===== src/rtl/memory_stream_reader_if.sv =====
// Bundles the control, memory read port and output stream of memory_stream_reader.
// master = reader engine side, slave = host/memory/consumer side.
interface memory_stream_reader_if #(
    parameter int WIDTH = 16,
    parameter int DEPTH = 256
);
    localparam int AW = $clog2(DEPTH);

    logic             start;
    logic [AW-1:0]    start_addr;
    logic [AW:0]      length;
    logic             busy;
    logic             done;
    logic             mem_read_enable;
    logic [AW-1:0]    mem_read_addr;
    logic [WIDTH-1:0] mem_read_data;
    logic [WIDTH-1:0] out_data;
    logic             out_valid;
    logic             out_ready;
    logic             out_last;

    modport master (
        input  start, start_addr, length, mem_read_data, out_ready,
        output busy, done, mem_read_enable, mem_read_addr, out_data, out_valid, out_last
    );

    modport slave (
        output start, start_addr, length, mem_read_data, out_ready,
        input  busy, done, mem_read_enable, mem_read_addr, out_data, out_valid, out_last
    );
endinterface


===== src/rtl/memory_stream_reader.sv =====
// Walks a contiguous memory range and streams the words out through a 2-entry buffer.
// Optional MEMORY_STREAM_READER_LAST_EN: out_last flags the final word of each transfer.
module memory_stream_reader #(
    parameter int WIDTH = 16,
    parameter int DEPTH = 256
) (
    input  logic                    clock,
    input  logic                    reset,
    memory_stream_reader_if.master  bus
);
    localparam int AW = $clog2(DEPTH);
    localparam logic [AW:0]   DEPTH_W   = (AW+1)'(DEPTH);
    localparam logic [AW-1:0] LAST_ADDR = AW'(DEPTH - 1);

    typedef enum logic [1:0] {S_IDLE, S_RUN, S_DRAIN, S_FINISH} state_t;

    state_t           state_q, state_d;
    logic [AW-1:0]    addr_q, addr_d;
    logic [AW:0]      remaining_q, remaining_d;
    logic             inflight_q, inflight_d;
    logic [1:0]       occ_q, occ_d;
    logic             rd_ptr_q, rd_ptr_d;
    logic             wr_ptr_q, wr_ptr_d;
    logic [WIDTH-1:0] fifo_q [2];
    logic [WIDTH-1:0] fifo_d [2];

    logic             pop;
    logic             issue;
    logic [2:0]       level;
    logic [AW:0]      len_clamped;

    // level is the buffer fill after this cycle's capture and pop; gating issue on it
    // keeps occupancy plus in-flight at or below 2 without a bubble.
    always_comb begin
        pop         = (occ_q != 2'd0) && bus.out_ready;
        level       = 3'(occ_q) + 3'(inflight_q) - 3'(pop);
        issue       = (state_q == S_RUN) && (remaining_q != '0) && (level < 3'd2);
        len_clamped = (bus.length > DEPTH_W) ? DEPTH_W : bus.length;
    end

    always_comb begin
        state_d     = state_q;
        addr_d      = addr_q;
        remaining_d = remaining_q;
        inflight_d  = issue;
        occ_d       = level[1:0];
        rd_ptr_d    = rd_ptr_q ^ pop;
        wr_ptr_d    = wr_ptr_q ^ inflight_q;
        fifo_d      = fifo_q;

        if (inflight_q) begin
            fifo_d[wr_ptr_q] = bus.mem_read_data;
        end

        if (issue) begin
            addr_d      = (addr_q == LAST_ADDR) ? '0 : addr_q + 1'b1;
            remaining_d = remaining_q - 1'b1;
        end

        case (state_q)
            S_IDLE, S_FINISH: begin
                if (bus.start) begin
                    addr_d      = bus.start_addr;
                    remaining_d = len_clamped;
                    state_d     = (len_clamped == '0) ? S_FINISH : S_RUN;
                end else begin
                    state_d = S_IDLE;
                end
            end
            S_RUN: begin
                if (issue && (remaining_q == (AW+1)'(1))) begin
                    state_d = S_DRAIN;
                end
            end
            S_DRAIN: begin
                if (!inflight_q && (level == 3'd0)) begin
                    state_d = S_FINISH;
                end
            end
            default: state_d = S_IDLE;
        endcase
    end

    always_ff @(posedge clock or posedge reset) begin
        if (reset) begin
            state_q     <= S_IDLE;
            addr_q      <= '0;
            remaining_q <= '0;
            inflight_q  <= 1'b0;
            occ_q       <= '0;
            rd_ptr_q    <= 1'b0;
            wr_ptr_q    <= 1'b0;
            fifo_q      <= '{default: '0};
        end else begin
            state_q     <= state_d;
            addr_q      <= addr_d;
            remaining_q <= remaining_d;
            inflight_q  <= inflight_d;
            occ_q       <= occ_d;
            rd_ptr_q    <= rd_ptr_d;
            wr_ptr_q    <= wr_ptr_d;
            fifo_q      <= fifo_d;
        end
    end

    assign bus.busy            = (state_q == S_RUN) || (state_q == S_DRAIN);
    assign bus.done            = (state_q == S_FINISH);
    assign bus.mem_read_enable = issue;
    assign bus.mem_read_addr   = addr_q;
    assign bus.out_valid       = (occ_q != 2'd0);
    assign bus.out_data        = fifo_q[rd_ptr_q];

`ifdef MEMORY_STREAM_READER_LAST_EN
    logic inflight_last_q, inflight_last_d;
    logic last_q [2];
    logic last_d [2];

    always_comb begin
        inflight_last_d = issue && (remaining_q == (AW+1)'(1));
        last_d          = last_q;
        if (inflight_q) begin
            last_d[wr_ptr_q] = inflight_last_q;
        end
    end

    always_ff @(posedge clock or posedge reset) begin
        if (reset) begin
            inflight_last_q <= 1'b0;
            last_q          <= '{default: 1'b0};
        end else begin
            inflight_last_q <= inflight_last_d;
            last_q          <= last_d;
        end
    end

    assign bus.out_last = (occ_q != 2'd0) && last_q[rd_ptr_q];
`else
    assign bus.out_last = 1'b0;
`endif
endmodule


===== src/flat_wrapper.sv =====
// flat-port wrapper written by rule: the top's interface ports become plain ports
module memory_stream_reader_flat 
#(
    parameter int WIDTH = 16,
    parameter int DEPTH = 256
)
  (clock, reset, bus_start, bus_start_addr, bus_length, bus_mem_read_data, bus_out_ready, bus_busy, bus_done, bus_mem_read_enable, bus_mem_read_addr, bus_out_data, bus_out_valid, bus_out_last);
  memory_stream_reader_if #(.WIDTH(WIDTH), .DEPTH(DEPTH)) bus_i ();
  input  logic clock;
  input  logic reset;
  input wire logic [$bits(bus_i.start)-1:0] bus_start;
  input wire logic [$bits(bus_i.start_addr)-1:0] bus_start_addr;
  input wire logic [$bits(bus_i.length)-1:0] bus_length;
  input wire logic [$bits(bus_i.mem_read_data)-1:0] bus_mem_read_data;
  input wire logic [$bits(bus_i.out_ready)-1:0] bus_out_ready;
  output wire logic [$bits(bus_i.busy)-1:0] bus_busy;
  output wire logic [$bits(bus_i.done)-1:0] bus_done;
  output wire logic [$bits(bus_i.mem_read_enable)-1:0] bus_mem_read_enable;
  output wire logic [$bits(bus_i.mem_read_addr)-1:0] bus_mem_read_addr;
  output wire logic [$bits(bus_i.out_data)-1:0] bus_out_data;
  output wire logic [$bits(bus_i.out_valid)-1:0] bus_out_valid;
  output wire logic [$bits(bus_i.out_last)-1:0] bus_out_last;
  assign bus_i.start = bus_start;
  assign bus_i.start_addr = bus_start_addr;
  assign bus_i.length = bus_length;
  assign bus_i.mem_read_data = bus_mem_read_data;
  assign bus_i.out_ready = bus_out_ready;
  assign bus_busy = bus_i.busy;
  assign bus_done = bus_i.done;
  assign bus_mem_read_enable = bus_i.mem_read_enable;
  assign bus_mem_read_addr = bus_i.mem_read_addr;
  assign bus_out_data = bus_i.out_data;
  assign bus_out_valid = bus_i.out_valid;
  assign bus_out_last = bus_i.out_last;
  memory_stream_reader #(.WIDTH(WIDTH), .DEPTH(DEPTH)) u_core (.clock(clock), .reset(reset), .bus(bus_i));
endmodule

===== config.mk =====
export PLATFORM = sky130hd
export DESIGN_NAME = memory_stream_reader_flat
export DESIGN_NICKNAME = d
export VERILOG_FILES = /design/src/rtl/memory_stream_reader_if.sv /design/src/rtl/memory_stream_reader.sv /design/src/flat_wrapper.sv
export SDC_FILE = /design/constraint.sdc
export NUM_CORES = 1
export LEC_CHECK = 0
export CORE_UTILIZATION = 54
export CTS_BUF_LIST = sky130_fd_sc_hd__clkbuf_16
export DETAILED_ROUTE_END_ITERATION = 12
export HOLD_SLACK_MARGIN = 0.02
export PLACE_DENSITY_LB_ADDON = 0.05
export SYNTH_ARGS = -nofsm -noshare
export SYNTH_HDL_FRONTEND = slang
export SYNTH_SLANG_ARGS = --single-unit
export TNS_END_PERCENT = 30

===== constraint.sdc =====
create_clock -name clock -period 6.45 [get_ports clock]
set_clock_uncertainty 0.2 [all_clocks]
set_input_delay 0.645 -clock clock [delete_from_list [all_inputs] [get_ports clock]]
set_output_delay 0.645 -clock clock [all_outputs]
set_load 0.05 [all_outputs]

==> flow_results.xml <==
<?xml version="1.0" encoding="UTF-8"?>
<metrics>
  <group name="floorplan">
    <metric name="dieWidth" unit="um">75.04</metric>
    <metric name="initial_core_util" unit="%">56.39</metric>
    <metric name="chipHeight" unit="um">75.04</metric>
    <metric name="pin_count" unit="">66</metric>
    <metric name="fp.coreArea" unit="um^2">5107</metric>
    <metric name="placementRows" unit="">26</metric>
    <metric name="die-area" unit="um^2">5630</metric>
  </group>
  <group name="timing">
    <metric name="final_total_negative_setup_slack" unit="ps">0</metric>
    <metric name="rsz0062_at_grt" unit="">no</metric>
    <metric name="headroom_to_the_max_slew_limit" unit="%">47.17</metric>
    <metric name="setup_viol" unit="">0</metric>
    <metric name="whs" unit="ps">302.4</metric>
    <metric name="layout_worst_path_cycle_share" unit="%">73.24</metric>
    <metric name="final_period_minus_worst_setup_slack" unit="ps">4724</metric>
    <metric name="hold_viol_final" unit="">0</metric>
    <metric name="max_clock_freq" unit="MHz">211.7</metric>
    <metric name="actual_slew_at_the_worst_max_slew_pin" unit="ps">792.5</metric>
    <metric name="slew_viol_final" unit="">0</metric>
  </group>
  <group name="synthesis">
    <metric name="synth_fp_nets" unit="">300</metric>
    <metric name="syn-mean-instance-area" unit="um^2">11.43</metric>
    <metric name="postSynth.asyncResetShare" unit="%">100.0</metric>
    <metric name="synth.ff_latch_count" unit="">56</metric>
    <metric name="syn_inst" unit="">252</metric>
    <metric name="yosysSeqAreaShare" unit="%">48.65</metric>
    <metric name="yosys.cell_types.count" unit="">41</metric>
    <metric name="yosysWarningCount" unit="">0</metric>
    <metric name="post_synth_instance_area" unit="um^2">2880</metric>
    <metric name="synth_enable_flop_cells" unit="">0</metric>
    <metric name="synth_ff_type" unit="">sky130_fd_sc_hd__dfrtp_1</metric>
  </group>
  <group name="job">
    <metric name="max-cap-violations" unit="">0</metric>
  </group>
  <group name="clocking">
    <metric name="postCtsHoldBufs" unit="">0</metric>
    <metric name="cts_buffers" unit="">5</metric>
    <metric name="cts.sink_count" unit="">56</metric>
    <metric name="tritoncts" unit="">built</metric>
    <metric name="clockRootBuffer" unit="">sky130_fd_sc_hd__clkbuf_16</metric>
    <metric name="insertion_delay_of_the_later_clocked_pin_in_the_worst_skew_pair" unit="ps">290</metric>
    <metric name="postCtsSetupBuffers" unit="">0</metric>
    <metric name="cts_buffer_depth" unit="">2</metric>
    <metric name="cts_max_level" unit="">2</metric>
    <metric name="clk_transition_reported_paths" unit="ps">70</metric>
    <metric name="cts_resized" unit="">0</metric>
  </group>
  <group name="worst_setup_path">
    <metric name="crit_type" unit="">input pin to output port</metric>
    <metric name="timing.critical_path.slowest_stage_cell" unit="">sky130_fd_sc_hd__clkdlybuf4s50_1</metric>
    <metric name="path_cells" unit="">clkdlybuf4s50_1, and2_1, ha_1, inv_1, ha_1, fa_1, xnor2_1, nor3b_2, nand2_4, inv_1, clkdlybuf4s50_1</metric>
    <metric name="worstPathArrival" unit="ps">3880</metric>
    <metric name="critical_path_fanouts_max" unit="">11</metric>
    <metric name="required" unit="ps">5600</metric>
    <metric name="sort_of_element_at_the_end_of_the_critical_path" unit="">output port</metric>
    <metric name="count_of_buffering_cells_on_the_critical_path_with_inverters_included" unit="">4</metric>
    <metric name="critical-path-max-stage-delay" unit="ps">800</metric>
    <metric name="path_delay_family" unit="">buffers and inverters</metric>
    <metric name="kind_of_start_point_of_the_critical_path" unit="">input pin</metric>
  </group>
  <group name="drt">
    <metric name="routed-via-count" unit="">2061</metric>
    <metric name="detail_route.first_pass.iterations" unit="">4</metric>
    <metric name="drc" unit="">0</metric>
    <metric name="route.antenna.remaining_nets" unit="">0</metric>
    <metric name="routedWlPerCell" unit="um">14.85</metric>
    <metric name="drtIter0Drc" unit="">93</metric>
    <metric name="route.final.wire_length" unit="mm">5.658</metric>
    <metric name="viasPerCell" unit="">5.409</metric>
  </group>
  <group name="worst_hold_path">
    <metric name="min-delay-path-class" unit="">register to register</metric>
  </group>
  <group name="global_route">
    <metric name="antenna_violations_before_repair" unit="">0</metric>
    <metric name="global_route_wire_length_before_repair" unit="mm">8.949</metric>
    <metric name="grt_max_degree" unit="">57</metric>
    <metric name="global_route.overflow_total" unit="">0</metric>
    <metric name="grt_pass1_vias" unit="">1964</metric>
    <metric name="groute.usage.overall" unit="%">21.28</metric>
  </group>
  <group name="finish">
    <metric name="area.growth.synth_to_final" unit="%">27.85</metric>
    <metric name="finish.cell_count_without_fillers" unit="">381</metric>
    <metric name="final.fill_count" unit="">380</metric>
    <metric name="multi_input_area" unit="um^2">1355</metric>
    <metric name="final_nets" unit="">359</metric>
    <metric name="diodes" unit="">0</metric>
    <metric name="final_layout_size_suffix_gt1_share" unit="%">19.94</metric>
    <metric name="sequential_cell_area" unit="um^2">1401</metric>
    <metric name="most-common-layout-cells" unit="">sky130_fd_sc_hd__clkdlybuf4s50_1 (64), sky130_fd_sc_hd__dfrtp_1 (56), sky130_fd_sc_hd__mux2_2 (48), sky130_fd_sc_hd__nand3_1 (14), sky130_fd_sc_hd__inv_1 (12)</metric>
    <metric name="final_standard_cell_utilization_of_the_core" unit="%">72.10</metric>
    <metric name="most_common_cell_after_layout_fill_and_taps_aside" unit="">sky130_fd_sc_hd__clkdlybuf4s50_1</metric>
  </group>
  <group name="power_and_ir_drop">
    <metric name="power.static_leakage" unit="nW">1.563</metric>
    <metric name="powerDensity" unit="nW/um^2">596.2</metric>
    <metric name="vdd.ir_drop.worst" unit="V">0.0002638</metric>
    <metric name="p_total" unit="mW">2.195</metric>
  </group>
  <group name="outcome">
    <metric name="outcome" unit="">complete, no violations</metric>
  </group>
  <group name="placed_design">
    <metric name="port_buffers" unit="">64</metric>
    <metric name="routabilityCongestion" unit="">0.7577</metric>
    <metric name="detailed_place_hpwl" unit="mm">3.882</metric>
    <metric name="placed_cells" unit="">374</metric>
  </group>
</metrics>
==> where the power goes <==
group          leakage [nW]  switching [mW]  internal (mW)
combinational         0.806           0.741          0.526
clock                0.0657           0.117          0.141
sequential            0.691           0.144          0.526
total                  1.56            1.00           1.19
==> cells by family after synthesis <==
group | Yosys count | share of synthesized area [%]
other | 1 | 0.1302
xor gates and xnor gates | 12 | 3.649
and+or+nand+nor | 61 | 11.51
adders and majority gates | 11 | 5.039
buffers and inverters | 27 | 4.301
DFF | 56 | 48.65
muxes | 51 | 19.81
AOI/OAI and AO/OA | 33 | 6.907
==> cells in the mapped netlist, drive strengths merged, types with 7 or more instances <==
library cell / number / area, um^2
dfrtp: 56 / 1401
mux2: 48 / 540.5
nand3: 14 / 70.07
inv: 13 / 48.80
nand2: 12 / 52.55
a21oi: 11 / 55.05
nor2: 11 / 41.29
ha: 10 / 125.1
clkbuf: 8 / 30.03
o21ai: 8 / 40.03
xor2: 7 / 61.31
==> per-stage QoR <==
stage / area, um^2 / setup WS (ps)
finish: 3682 / 1726
global route: 3682 / 1581
CTS: 3682 / 1717
detailed placement: 3545 / 1776
global placement: 3545 / 1861
floorplan: 2880 / 2590
==> registers in the layout (all words and copies together) (netlist names) <==
signal / flops
u_core.bus.mem_read_addr: 8
u_core.fifo_q: 32
u_core.inflight_q: 1
u_core.occ_q: 2
u_core.rd_ptr_q: 1
u_core.remaining_q: 9
u_core.state_q: 2
u_core.wr_ptr_q: 1
==> final cells by class <==
class	instances	share of cell area, %
clock buffer	5	3.398
tap	70	2.379
inverter	14	1.427
sequential	56	38.06
clock inverter	2	0.3398
multi-input combinational	169	36.80
timing repair buffer	65	17.60
==> routing by layer <==
layer  share of wire [%]  track usage (%)  up-vias
li1                    -                -     1008
met1                  46            27.43     1001
met2                  48            36.34       48
met3                 4.4            4.819        4
met4                0.83            5.660        0
met5                   0                0        -
==> worst paths after layout <==
path,start,endpoint,slack (ps),cells past startpoint
worst max register to register,u_core.occ_q[1],u_core.bus.mem_read_addr[7],2820,11
worst max-delay path,bus_out_ready,bus_mem_read_enable,1730,11
min in group asynchronous,reset,u_core.bus.mem_read_addr[6],680,3
worst min register to register,u_core.fifo_q[0],u_core.fifo_q[0],300,1
worst min-delay path,u_core.fifo_q[0],u_core.fifo_q[0],300,1
max in group asynchronous,reset,u_core.occ_q[0],4910,3
Power figures use the tool's default switching activity.
